### src/rtl/buzzer_arbiter.sv
// Priority arbiter sharing one buzzer frequency divider among three tone requesters.
// Each grant plays its latched frequency for a latched number of milliseconds.
module buzzer_arbiter #(
  parameter int unsigned CLK_HZ = 50_000_000
) (
  input  logic        clk,
  input  logic        rst_n,
  input  logic [2:0]  req,
  input  logic [31:0] freq0,
  input  logic [31:0] freq1,
  input  logic [31:0] freq2,
  input  logic [15:0] dur0,
  input  logic [15:0] dur1,
  input  logic [15:0] dur2,
  output logic [2:0]  grant,
  output logic [2:0]  done,
  output logic [2:0]  abrt,
  output logic        busy,
  output logic [31:0] div_freq,
  output logic        div_rst_n
);

  localparam int unsigned TICK      = CLK_HZ / 1000;
  localparam int unsigned TW        = (TICK > 1) ? $clog2(TICK) : 1;
  localparam logic [TW-1:0] TICK_LAST = TW'(TICK - 1);

  typedef enum logic [1:0] {IDLE, GAP, PLAY} state_t;

  state_t        state;
  logic [2:0]    arm;
  logic [1:0]    own;
  logic [15:0]   ms_cnt;
  logic [TW-1:0] tick_cnt;

  logic [2:0]    elig;
  logic          win_any;
  logic [1:0]    win_idx;
  logic [31:0]   freq_sel;
  logic [15:0]   dur_sel;
  logic          own_req;
  logic          tick_wrap;
  logic          finishing;
  logic          start;

  // Arbitration, owner status and completion detection.
  always_comb begin
    elig      = req & arm;
    win_any   = |elig;
    win_idx   = 2'd0;
    freq_sel  = freq0;
    dur_sel   = dur0;
    own_req   = req[0];
    if (elig[0])      win_idx = 2'd0;
    else if (elig[1]) win_idx = 2'd1;
    else if (elig[2]) win_idx = 2'd2;
    case (win_idx)
      2'd1:    begin freq_sel = freq1; dur_sel = dur1; end
      2'd2:    begin freq_sel = freq2; dur_sel = dur2; end
      default: begin freq_sel = freq0; dur_sel = dur0; end
    endcase
    case (own)
      2'd1:    own_req = req[1];
      2'd2:    own_req = req[2];
      default: own_req = req[0];
    endcase
    tick_wrap = (tick_cnt == TICK_LAST);
    finishing = ((state == GAP)  && (ms_cnt == 16'd0)) ||
                ((state == PLAY) && tick_wrap && (ms_cnt == 16'd1));
    // A new grant from IDLE, or a preemption by a lower index that is not masked by completion.
    start     = win_any && ((state == IDLE) || (!finishing && (win_idx < own)));
  end

  always_ff @(posedge clk or negedge rst_n) begin
    if (!rst_n) begin
      state     <= IDLE;
      arm       <= 3'b111;
      own       <= 2'd0;
      ms_cnt    <= 16'd0;
      tick_cnt  <= '0;
      grant     <= 3'b000;
      done      <= 3'b000;
      abrt      <= 3'b000;
      busy      <= 1'b0;
      div_freq  <= 32'd0;
      div_rst_n <= 1'b0;
    end else begin
      done <= 3'b000;
      abrt <= 3'b000;
      arm  <= arm | ~req;
      if (start) begin
        if (state != IDLE) abrt[own] <= 1'b1;
        own          <= win_idx;
        grant        <= 3'b001 << win_idx;
        div_freq     <= freq_sel;
        ms_cnt       <= dur_sel;
        arm[win_idx] <= 1'b0;
        busy         <= 1'b1;
        div_rst_n    <= 1'b0;
        state        <= GAP;
      end else if (state != IDLE) begin
        if (finishing || !own_req) begin
          if (finishing) done[own] <= 1'b1;
          else           abrt[own] <= 1'b1;
          grant     <= 3'b000;
          busy      <= 1'b0;
          div_rst_n <= 1'b0;
          state     <= IDLE;
        end else if (state == GAP) begin
          // Divider stays held in reset for a silent (zero-frequency) tone.
          tick_cnt  <= '0;
          div_rst_n <= |div_freq;
          state     <= PLAY;
        end else if (tick_wrap) begin
          tick_cnt <= '0;
          ms_cnt   <= ms_cnt - 16'd1;
        end else begin
          tick_cnt <= tick_cnt + TW'(1);
        end
      end
    end
  end

endmodule
### config.mk
export PLATFORM = sky130hd
export DESIGN_NAME = buzzer_arbiter
export DESIGN_NICKNAME = d
export VERILOG_FILES = /design/src/rtl/buzzer_arbiter.sv
export SDC_FILE = /design/constraint.sdc
export NUM_CORES = 1
export LEC_CHECK = 0
export ABC_AREA = 1
export BUFFER_PORTS_ARGS = -buffer_cell sky130_fd_sc_hd__buf_2
export CAP_MARGIN = 20
export CORE_AREA = 2 2 106 108
export CTS_CLUSTER_SIZE = 24
export DETAILED_ROUTE_END_ITERATION = 10
export DIE_AREA = 0 0 108 110
export MAX_ROUTING_LAYER = met4
export PLACE_DENSITY = 0.86
export SLEW_MARGIN = 0
export SYNTH_ARGS = -nofsm -noshare
export SYNTH_HDL_FRONTEND = slang
export SYNTH_SLANG_ARGS = --single-unit
export TNS_END_PERCENT = 10
### constraint.sdc
create_clock -name clk -period 3.1 [get_ports clk]
set_clock_uncertainty 0.05 [all_clocks]
set_input_delay 0.155 -clock clk [delete_from_list [all_inputs] [get_ports clk]]
set_output_delay 0.155 -clock clk [all_outputs]
set_load 0.005 [all_outputs]
# Yosys cells after proc, flatten, opt, wreduce, memory -nomap -nowiden
# Index checks and enable logic that the tools add are counted.
[word_totals] wordCells=102 input_bits=149 register_bits=82
[classes] eq_ne=10 muxes=41 shifts=1 add_sub_neg=2 n_reduce_logical=25 bitwise_logic=7 magnitude_cmp=5
[ops] operator="$mux W16" count=7
[ops] operator="$pmux W32 S2" count=1
[ops] operator="$mux W3" count=13
[ops] operator="$pmux W16 S2" count=1
[ops] operator="$reduce_or A32 Y1" count=1
[ops] operator="$add A16 B1 Y16 const B" count=1
[ops] operator="$eq A16 B1 Y1 const B" count=1
[ops] operator="$eq A16 B16 Y1 const B" count=1
[ops] operator="$logic_not A16 Y1" count=1
[ops] operator="$sub A16 B1 Y16 const B" count=1
[ops] operator="$mux W2" count=7
[ops] operator="$mux W1" count=9
[ops] operator="$reduce_bool A2 Y1" count=4
[ops] operator="$logic_and A1 B1 Y1" count=7
[ops] operator="$and A3 B3 Y3" count=2
[ops] operator="$eq A2 B1 Y1 const B" count=3
[ops] operator="$eq A2 B2 Y1 const B" count=3
[ops] operator="$lt A2 B3 Y1 const B" count=2
[ops] operator="$not A3 Y3" count=2
[ops] operator="$demux W1 S2" count=2
[ops] operator="$ge A2 B1 Y1 const B" count=2
[ops] operator="$ne A2 B2 Y1 const B" count=2
[ops] operator="$reduce_and A2 Y1" count=2
[ops] operator="$reduce_and A4 Y1" count=1
[ops] operator="other kinds (11)" count=15

# Depth between registers and ports, before layout
# Gate-level depths: netlist of the first run.
[depth] word_depth=11 ltp_mapped=15

# Worst setup path before layout of the first run
# Ideal clock, no wire load.
[synth_path] kind="register -> register" startpoint="reg arm[2]" endpoint="reg busy" setup_slack_ps=533 setup_ps=120 stages_incl_launch_ff=15 t_required_ps=2930 arrival_time_ps=2396 synth_period_minus_slack_ps=2567 path_cell_list="dfstp_2 -> nand4_1 -> inv_1 -> buf_2 -> buf_1 -> ha_1 -> a21oi_1 -> nand3_2 -> nand2_4 -> nand2_8 -> buf_8 -> nand2_2 -> nand2_2 -> nand2_1 -> nand2_1"
[synth_between] elab_chain_len=10 elab_cells_between_ends=13 classes_between="order compare (1); mux (4); bitwise (1); reduce/logical (7)"
[synth_rtl] element="start, declared" line="30" rtl="logic [2:0] arm;"
[synth_rtl] element="start signal, assigned" line="89" rtl="arm <= arm | ~req;"
[synth_rtl] element="$and A3 B3 Y3 *" line="47" rtl="elig = req & arm;"
[synth_rtl] element="$mux W2 *" line="55" rtl="else if (elig[2]) win_idx = 2'd2;"
[synth_rtl] element="$mux W2 *" line="54" rtl="else if (elig[1]) win_idx = 2'd1;"
[synth_rtl] element="$mux W2 *" line="53" rtl="if (elig[0]) win_idx = 2'd0;"
[synth_rtl] element="via win_idx[1]" line="37" rtl="logic [1:0] win_idx;"
[synth_rtl] element="$lt A2 B2 Y1 *" line="70" rtl="start = win_any && ((state == IDLE) || (!finishing && (win_idx < own)));"
[synth_rtl] element="$logic_and A1 B1 Y1 *" line="70"
[synth_rtl] element="$logic_or A1 B1 Y1 *" line="70"
[synth_rtl] element="$logic_and A1 B1 Y1 *" line="70"
[synth_rtl] element="$reduce_bool A2 Y1 (no source line)"
[synth_rtl] element="$reduce_and A2 Y1 (no source line)"
[synth_rtl] element="end signal, assigned" line="83" rtl="busy <= 1'b0;"
[synth_rtl] element="end signal, assigned" line="97" rtl="busy <= 1'b1;"
[synth_rtl] element="end signal, assigned" line="105" rtl="busy <= 1'b0;"
[synth_rtl] element="end, declared" line="18" rtl="output logic busy,"
# Mark *: on every way through the listed nets, which the timed path passes. The rest lies on a longest branch.
# A chain may end at the register's enable or synchronous reset.

# Final worst setup path of the first run
[layout_path] startpoint="reg arm[0]" endpoint="reg ms_cnt[5]"
[layout_between] elab_chain_len=8 elab_cells_between_ends=16 classes_between="order compare (1); eq/ne (4); mux (3); bitwise (1); reduce/logical (7)"
[layout_rtl] element="$and A3 B3 Y3 *" line="47"
[layout_rtl] element="$mux W2" line="53"
[layout_rtl] element="$lt A2 B2 Y1" line="70"
[layout_rtl] element="$logic_and A1 B1 Y1" line="70"
[layout_rtl] element="$logic_or A1 B1 Y1" line="70"
[layout_rtl] element="$logic_and A1 B1 Y1" line="70"
[layout_rtl] element="$ne A2 B2 Y1 (no source line) / $reduce_bool A2 Y1 (equally long branches)"
[layout_rtl] element="$reduce_and A4 Y1 (no source line)"
[layout_rtl] element="end signal, assigned" line="95" rtl="ms_cnt <= dur_sel;"
[layout_rtl] element="end signal, assigned" line="115" rtl="ms_cnt <= ms_cnt - 16'd1;"
[layout_rtl] element="end, declared" line="32" rtl="logic [15:0] ms_cnt;"
# Every way passes the cells marked *; elsewhere a longest branch is shown, timed or not.

==> results.py, run 1 <==
metrics = {
    "detailed_routing": {
        "drtAntennaViolNets": 0,
        "detail_route.first_pass.iterations": 6,
        "viasPerCell": 5.204,
        "drc": 0,
        "wire_per_inst_um": 13.94,
        "dr_total_vias": 5797,
        "drt_wl_total_um": 15530,
        "drt_iter0_markers": 421,
    },
    "pwr": {
        "p_per_area_nw_per_um2": 907.1,
        "p_total_mw": 6.039,
        "p_leak_nw": 3.624,
        "vdd_drop_max_v": 0.0006449,
    },
    "cts": {
        "clkSinkCount": 82,
        "cts_root_buf": "clkbuf_8",
        "cts_tree": "done",
        "cts_htree_levels": 3,
        "insertion_delay_ns": 0.36,
        "numCtsBuffers": 9,
        "clk_path_buf_depth": 2,
        "clk_pin_slew_ns": 0.09,
        "cts_setup_buffers": 0,
    },
    "synth": {
        "synth_cell_types": 40,
        "synth-async-reset-ratio_pct": 100.0,
        "synth_warnings": 0,
        "syn_inst": 781,
        "yosys.area.top_type": "dfrtp_1",
        "syn_area_um2": 5319,
        "synth_seq_cells": 82,
        "synthesis.nets": 938,
        "synth_edf_count": 0,
        "ys_seq_area_share_pct": 38.65,
        "syn-mean-instance-area_um2": 6.810,
        "ys.flop_type": "dfrtp_1",
        "yosys.area.top_type_share_pct": 37.17,
        "synth_area_leaders": "dfrtp_1, nand2_1, nand3_1",
    },
    "timing": {
        "rsz0062_at_grt": "no",
        "timing.final.ws_setup_ns": 0.5397,
        "worst_pin_slew_ns": 0.9262,
        "setup_violations": 0,
        "hold_violations": 0,
        "slew_headroom_pct": 38.18,
        "drv_slew": 0,
        "final.period_utilization_pct": 82.59,
        "setup_tns_ns": 0,
        "fin_crit_ns": 2.560,
        "max_freq_mhz": 390.6,
        "hold_ws_ns": 0.04579,
    },
    "setup_path": {
        "worstSetupEndpointType": "flip-flop",
        "crit_path_start_kind": "flip-flop",
        "crit_arrival_ns": 2.76,
        "cp_max_fo": 62,
        "required_ns": 3.30,
        "crit_type": "reg -> reg",
        "reg2reg_depth": 12,
    },
    "finish": {
        "area_growth_pct": 25.17,
        "fin_area_um2": 6658,
        "fin_nets": 1122,
        "postLayoutCoreUtil_pct": 62.23,
        "drive_above_1_share_pct": 25.26,
        "final_cell_mix": "nand2_1, buf_2, dfrtp_1, nand3_1, nor2_1",
        "final_cells": 1114,
        "final_common_cell": "nand2_1",
    },
    "global_route": {
        "grt_pass1_wl_um": 24430,
        "grt_max_degree": 83,
        "overflow": 0,
        "antenna_found_initial": 3,
        "grt_use_total_pct": 27.05,
        "grt_pass1_vias": 5079,
    },
    "place": {
        "io_buffers": 191,
        "dp_worst_setup_slack_ns": 0.5545,
        "placedCellCount": 1091,
        "placed_area_um2": 6372,
        "gp_congestion": 0.8993,
        "detailed_place_hpwl_um": 11800,
    },
    "floorplan": {
        "die_y_um": 110,
        "initial_core_util_pct": 49.72,
        "ioPinCount": 192,
        "core.rowCount": 38,
        "die_x_um": 108,
        "dieArea_um2": 11880,
        "design.core.area_um2": 10700,
    },
    "run": {
        "maxCapViolations": 0,
    },
    "run_status": {
        "outcome": "completed",
    },
    "worst_hold_path": {
        "hold_class": "in -> reg",
        "holdPathStages": 5,
    },
}
area by class of cell:
cell class / count / area [µm²]
tap: 140 / 175.2
fill: 939 / 4040
clock buffer: 11 / 141.4
inverter: 59 / 224.0
clock inverter: 5 / 86.33
sequential: 82 / 2056
antenna: 4 / 10.01
multi-input combinational: 611 / 2887
timing repair buffer: 202 / 1079
timing repair:
action	CTS	global route
endpoints found under the hold margin	80	0
gates resized for setup	0	0
hold buffers	2	0
critical path, stage by stage, from the launching register on:
cell,delay [ns]
dfstp_2,0.54
nand2_1,0.09
nand4_1,0.10
inv_1,0.06
ha_1,0.27
a21oi_1,0.23
nand3_2,0.17
nand2_4,0.20
nand2_8,0.28
nand2_4,0.24
inv_4,0.08
nand2_1,0.07
nand2_1,0.06
worst paths after layout:
kind / startpoint / endpoint / slack [ns]
hold / removal: freq0[31] / div_freq[31] / 0.05
max in group asynchronous: rst_n / ms_cnt[1] / 2.33
hold reg to reg: grant[1] / grant[1] / 0.44
min in group asynchronous: rst_n / div_freq[31] / 0.09
setup reg to reg: arm[0] / ms_cnt[5] / 0.54
setup / recovery: arm[0] / ms_cnt[5] / 0.54
sequential cells by signal (all words and copies together), names as in the netlist:
name,count
grant,3
busy,1
tick_cnt,16
done,3
div_freq,32
state,2
own,2
div_rst_n,1
arm,3
ms_cnt,16
abrt,3
power breakdown:
| part | switching [mW] | leakage (nW) | internal, mW | total, mW |
|---|---|---|---|---|
| Clock | 0.400 | 0.114 | 0.482 | 0.882 |
| Combinational | 2.13 | 2.48 | 1.14 | 3.27 |
| Sequential | 0.368 | 1.03 | 1.52 | 1.89 |
cell usage after synthesis (all sizes together), types with 3 or more instances:
cell type / count
a21oi: 19
a22o: 8
a22oi: 7
buf: 23
clkbuf: 6
dfrtp: 79
dfstp: 3
ha: 8
inv: 58
nand2: 345
nand3: 79
nand4: 16
nor2: 60
nor3: 7
nor4: 11
o21a: 4
o21ai: 25
or2: 3
xor2: 15
cell families (layout without fill, tap and decap cells):
group                      after synthesis  in the layout  share of synthesized area (%)
and+or+nand+nor                        522            522                          42.11
buffers and inverters                   88            277                          7.081
DFF                                     82             82                          38.65
AOI/OAI and AO/OA                       65             65                          7.645
xor gates and xnor gates                16             16                          2.635
adders and majority gates                8              8                          1.882
other                                    0              4                              0
routing by layer:
layer / wire (µm) / up-vias / GRT usage, %
met3: 931 / 31 / 3.939
met1: 6447 / 2629 / 35.66
met4: 344 / 0 / 10.62
li1: - / 2886 / -
met5: 0 / - / -
met2: 7801 / 251 / 42.50
Note: power is estimated with default switching activity, not from simulation.
==> run 2: changes to the inputs <==
==> constraint.sdc (replaced) <==
create_clock -name clk -period 2.6 [get_ports clk]
set_clock_uncertainty 0.05 [all_clocks]
set_input_delay 0.13 -clock clk [delete_from_list [all_inputs] [get_ports clk]]
set_output_delay 0.13 -clock clk [all_outputs]
set_load 0.005 [all_outputs]
==> run 2 against run 1 <==
Cell count up 0.18%; total power increased by 21%; setup slack worse by 0.33 ns; first-iteration DRC count increased by 17%; sequential share of layout area fell by 0.15 points; fmax rose by 7.3%; cell area increased by 0.49%; largest power group unchanged.
==> results.py, run 2 (synthesis gave the netlist of run 1 again) <==
metrics = {
    "run_status": {
        "outcome": "completed",
    },
    "pwr": {
        "vdd_drop_max_v": 0.0009566,
        "power_frac_seq_pct": 30.8,
        "p_leak_nw": 3.638,
        "intPower_mw": 3.774,
        "swShare_pct": 48.29,
        "switchingPower_mw": 3.525,
        "pwr-share-comb_pct": 54.8,
        "p_per_area_nw_per_um2": 1091,
        "p_clk_share_pct": 14.4,
    },
    "cts": {
        "clk_path_buf_depth": 2,
        "cts_tree": "done",
        "cts_root_buf": "clkbuf_8",
        "cts_htree_levels": 3,
        "insertion_delay_ns": 0.35,
        "numCtsBuffers": 9,
        "clkSinkCount": 82,
        "clk_pin_slew_ns": 0.09,
        "cts_setup_buffers": 0,
    },
    "finish": {
        "reg.largest.list": "div_freq (32), ms_cnt (16), tick_cnt (16)",
        "final_cell_mix": "nand2_1, buf_2, dfrtp_1, nand3_1, nor2_1",
        "final_cells": 1116,
        "fill_cells": 958,
        "postLayoutCoreUtil_pct": 62.54,
        "drive_above_1_share_pct": 25.56,
        "largest_reg_flops": 32,
        "fin_nets": 1126,
        "regMostFlops": "div_freq",
        "final_common_cell": "nand2_1",
        "area_growth_pct": 25.78,
        "fin_area_um2": 6690,
    },
    "timing": {
        "fin_crit_ns": 2.386,
        "setup_violations": 0,
        "final.period_utilization_pct": 91.78,
        "hold_violations": 0,
        "setup_tns_ns": 0,
        "slew_headroom_pct": 39.81,
        "timing.final.ws_setup_ns": 0.2137,
        "rsz0062_at_grt": "no",
        "max_freq_mhz": 419.1,
        "drv_slew": 0,
        "worst_pin_slew_ns": 0.9019,
    },
    "setup_path": {
        "cp_max_fo": 31,
        "crit_path_start_kind": "flip-flop",
        "r2r_start": "arm[1]",
        "worstPathCellList": "nand2_1 -> nand4_1 -> inv_1 -> ha_1 -> a21oi_1 -> nand3_2 -> nand2_8 -> nand2_8 -> nand2_8 -> inv_4 -> nand2_1 -> nand2_1",
        "crit_start": "arm[1]",
        "required_ns": 2.79,
        "cpPeakStageDelay_ns": 0.54,
        "crit_arrival_ns": 2.58,
        "crit_slowest_cell": "dfstp_2",
        "crit_type": "reg -> reg",
        "worstSetupEndpointType": "flip-flop",
    },
    "global_route": {
        "grt_max_degree": 83,
        "overflow": 0,
        "grt_pass1_wl_um": 25140,
        "antenna_found_initial": 2,
        "grt_use_total_pct": 27.64,
        "grt_pass1_vias": 5424,
    },
    "detailed_routing": {
        "drt_iter0_markers": 492,
        "drt_wl_total_um": 16030,
        "drtAntennaViolNets": 0,
        "viasPerCell": 5.246,
        "drc": 0,
        "dr_total_vias": 5854,
        "detail_route.first_pass.iterations": 5,
        "wire_per_inst_um": 14.36,
    },
    "floorplan": {
        "ioPinCount": 192,
        "design.core.area_um2": 10700,
        "core.rowCount": 38,
        "die_x_um": 108,
        "die_y_um": 110,
        "initial_core_util_pct": 49.72,
        "dieArea_um2": 11880,
    },
    "worst_hold_path": {
        "hp-start": "freq0[4]",
        "hold_class": "in -> reg",
    },
    "place": {
        "dp_worst_setup_slack_ns": 0.1231,
        "gp_congestion": 0.8995,
        "placed_area_um2": 6382,
        "detailed_place_hpwl_um": 11900,
        "placedCellCount": 1094,
        "io_buffers": 191,
    },
    "run": {
        "maxCapViolations": 0,
    },
}
run 2: cell types whose count changed in the layout (fill, tap and decap cells not counted), sizes merged:
cell,delta
buf,+3
clkinv,-1
nand2,+1
clkinvlp,+1
diode,-2
run 2: final timing paths:
kind                       slack (ns)           end  cells after the start
setup / recovery                 0.21     ms_cnt[5]                     12
hold / removal                   0.02   div_freq[4]                      5
setup reg to reg                 0.21     ms_cnt[5]                     12
hold reg to reg                  0.43      grant[2]                      2
max in group asynchronous        1.71        arm[2]                      3
min in group asynchronous        0.17  div_freq[25]                      2
run 2: timing repair:
item                                    CTS  global route
hold buffers                              2             0
resized for setup                         0             2
endpoints found under the hold margin    80             0
endpoints found under the setup margin    0            19
run 2: area by class of cell:
| type | count | area (µm²) | share of cell area (%) |
|---|---|---|---|
| multi-input cells | 612 | 2915 | 43.58 |
| flip-flops and latches | 82 | 2056 | 30.73 |
| repair buffers | 205 | 1089 | 16.27 |
| inverters | 59 | 224.0 | 3.348 |
| well taps | 140 | 175.2 | 2.618 |
| clock buffers | 11 | 141.4 | 2.113 |
| clock inverters | 5 | 85.08 | 1.272 |
| diodes | 2 | 5.005 | 0.07481 |
run 2: per-stage QoR:
stage,power [mW],hold WS (ns)
after global routing,7.947,0.04190
after floorplan,4.967,-0.2156
final,7.299,0.02145
after global placement,6.007,0.3156
after detailed placement,6.102,0.3190
after CTS,7.176,0.01280
run 2: metal layers:
layer / GRT usage [%] / wire length (µm) / up-vias / part of all wire, %
met4: 10.71 / 375 / 0 / 2.3
li1: - / - / 2887 / -
met2: 44.52 / 8013 / 252 / 50
met3: 3.704 / 1152 / 35 / 7.2
met1: 35.78 / 6488 / 2680 / 40
met5: - / 0 / - / 0
run 2: power by group through the flow:
stage	registers [mW]	logic, mW	clock network, mW
after global routing	2.31	4.52	1.12
after CTS	2.23	3.88	1.06
final	2.25	4.00	1.05
after global placement	2.25	3.75	0
after detailed placement	2.24	3.86	0
after floorplan	2.18	2.78	0
run 2: critical path, delay by kind of cell (launching register included):
kind,cells,cell delay [ns]
buffers and inverters,2,0.14
AO/OA/AOI/OAI,1,0.23
flip-flops,1,0.54
adder cells (fa/ha/maj),1,0.27
AND/OR/NAND/NOR,8,1.01
==> run 3: changes to the inputs <==
--- a/config.mk
+++ b/config.mk
@@ -8,10 +8,12 @@
 export ABC_AREA = 1
 export BUFFER_PORTS_ARGS = -buffer_cell sky130_fd_sc_hd__buf_2
 export CAP_MARGIN = 20
-export CORE_AREA = 2 2 106 108
+export CELL_PAD_IN_SITES_DETAIL_PLACEMENT = 0
+export CELL_PAD_IN_SITES_GLOBAL_PLACEMENT = 1
+export CORE_AREA = 2 2 127 129
 export CTS_CLUSTER_SIZE = 24
 export DETAILED_ROUTE_END_ITERATION = 10
-export DIE_AREA = 0 0 108 110
+export DIE_AREA = 0 0 129 131
 export MAX_ROUTING_LAYER = met4
 export PLACE_DENSITY = 0.86
 export SLEW_MARGIN = 0
==> run 3 against run 2 <==
Sequential share of layout area shrank 1.0 points; largest power group unchanged; non-clock buffer count is 2 higher; first-iteration DRC count is 34% lower; combinational power increased by 4%; wire length rose by 5.4%; clock-buffer cell count unchanged; die area grew 42%; cell count increased by 6.8%; utilization is 18 points lower.
==> results.py, run 3 (synthesis gave the netlist of run 1 again) <==
metrics = {
    "floorplan": {
        "initial_core_util_pct": 34.10,
        "core.rowCount": 46,
        "design.core.area_um2": 15600,
        "dieArea_um2": 16900,
        "die_x_um": 129,
        "die_y_um": 131,
        "ioPinCount": 192,
    },
    "detailed_routing": {
        "drtAntennaViolNets": 0,
        "drc": 0,
        "drt_wl_total_um": 16890,
        "dr_total_vias": 5577,
        "viasPerCell": 4.679,
        "drt_iter0_markers": 325,
        "detail_route.first_pass.iterations": 6,
        "wire_per_inst_um": 14.17,
    },
    "cts": {
        "cts_htree_levels": 3,
        "clkSinkCount": 82,
        "cts_root_buf": "clkbuf_16",
        "numCtsBuffers": 9,
        "insertion_delay_ns": 0.34,
        "clk_pin_slew_ns": 0.06,
        "cts_tree": "done",
        "clk_path_buf_depth": 2,
    },
    "finish": {
        "drive_above_1_share_pct": 25.61,
        "largest_reg_flops": 32,
        "postLayoutCoreUtil_pct": 44.41,
        "regMostFlops": "div_freq",
        "reg.largest.list": "div_freq (32), ms_cnt (16), tick_cnt (16)",
        "final_common_cell": "nand2_1",
        "fin_area_um2": 6927,
        "area_growth_pct": 30.23,
        "antenna_cells": 0,
        "final_cells": 1192,
        "final_cell_mix": "nand2_1, buf_2, dfrtp_1, nand3_1, nor2_1",
        "fin_nets": 1128,
        "fill_cells": 1675,
    },
    "global_route": {
        "antenna_found_initial": 0,
        "grt_use_total_pct": 21.23,
        "grt_pass1_vias": 5409,
        "grt_max_degree": 53,
        "grt_pass1_wl_um": 27090,
        "overflow": 0,
    },
    "place": {
        "io_buffers": 191,
        "detailed_place_hpwl_um": 13030,
        "placed_area_um2": 6548,
        "placedCellCount": 1171,
        "gp_congestion": 0.8574,
        "dp_worst_setup_slack_ns": 0.09002,
    },
    "setup_path": {
        "worstSetupEndpointType": "flip-flop",
        "crit_path_start_kind": "flip-flop",
        "required_ns": 2.78,
        "cp_max_fo": 26,
        "crit_type": "reg -> reg",
        "crit_arrival_ns": 2.52,
    },
    "timing": {
        "worst_pin_slew_ns": 0.5428,
        "rsz0062_at_grt": "no",
        "setup_violations": 0,
        "slew_headroom_pct": 63.53,
        "drv_slew": 0,
        "hold_ws_ns": 0.02960,
        "final.period_utilization_pct": 89.70,
        "setup_tns_ns": 0,
        "hold_violations": 0,
        "timing.final.ws_setup_ns": 0.2678,
        "max_freq_mhz": 428.8,
        "fin_crit_ns": 2.332,
    },
    "pwr": {
        "p_per_area_nw_per_um2": 1122,
        "vdd_drop_max_v": 0.0005464,
        "p_leak_nw": 3.707,
        "p_total_mw": 7.772,
    },
    "worst_hold_path": {
        "hold_class": "in -> reg",
    },
    "run_status": {
        "outcome": "completed",
    },
    "run": {
        "maxCapViolations": 0,
    },
}
## run 3: changes by cell type in the layout (fill, tap and decap cells not counted)
cell / change
clkbuf_8: -10
clkbuf_16: +9
buf_12: +6
buf_4: -3
clkinv_2: +2
diode_2: -2
buf_16: -1
clkbuf_1: +1
clkinvlp_4: -1
inv_6: -1
nand2_4: +1
nand2_8: -1
## run 3: worst paths after layout
check	start	end	slack (ns)	cells past startpoint
max in group asynchronous	rst_n	ms_cnt[0]	1.60	3
hold reg to reg	grant[1]	grant[1]	0.43	2
hold / removal	freq0[4]	div_freq[4]	0.03	5
min in group asynchronous	rst_n	tick_cnt[9]	0.28	2
setup / recovery	arm[1]	ms_cnt[13]	0.27	12
setup reg to reg	arm[1]	ms_cnt[13]	0.27	12
## run 3: metal layers
metal  share of wire, %  routed length, µm  vias up  global-route usage [%]
li1                   -                  -     2886                       -
met1                 44               7493     2526                   26.53
met2                 50               8388      152                   35.45
met3                4.7                789       13                   3.624
met4                1.3                216        0                   6.394
met5                  0                  0        -                       -
## run 3: worst max-delay path, stage by stage, from the launching register on
cell,delay [ns]
dfstp_2,0.54
nand2_1,0.07
nand4_1,0.10
inv_1,0.06
ha_1,0.28
a21oi_1,0.23
nand3_2,0.17
nand2_8,0.18
nand2_8,0.16
nand2_4,0.17
inv_4,0.07
nand2_1,0.06
nand2_1,0.05
## run 3: timing repair
item                       in CTS  in global routing
hold endpoints to repair       38                  0
setup buffers                   0                  2
hold buffers                    2                  0
setup endpoints to repair       0                 30
gates resized for setup         0                  1
## run 3: final cells by class
type	count	area (µm²)	area share (%)
timing repair buffer	207	1159	16.73
clock inverter	5	78.83	1.138
sequential	82	2056	29.68
tap	216	270.3	3.902
inverter	59	224.0	3.233
clock buffer	11	232.7	3.360
multi-input combinational	612	2907	41.96
## run 3: power by group
part | internal, mW | switching, mW | total, mW
Combinational | 1.56 | 2.61 | 4.17
Sequential | 1.82 | 0.432 | 2.25
Clock | 0.840 | 0.512 | 1.35
Total | 4.22 | 3.55 | 7.77
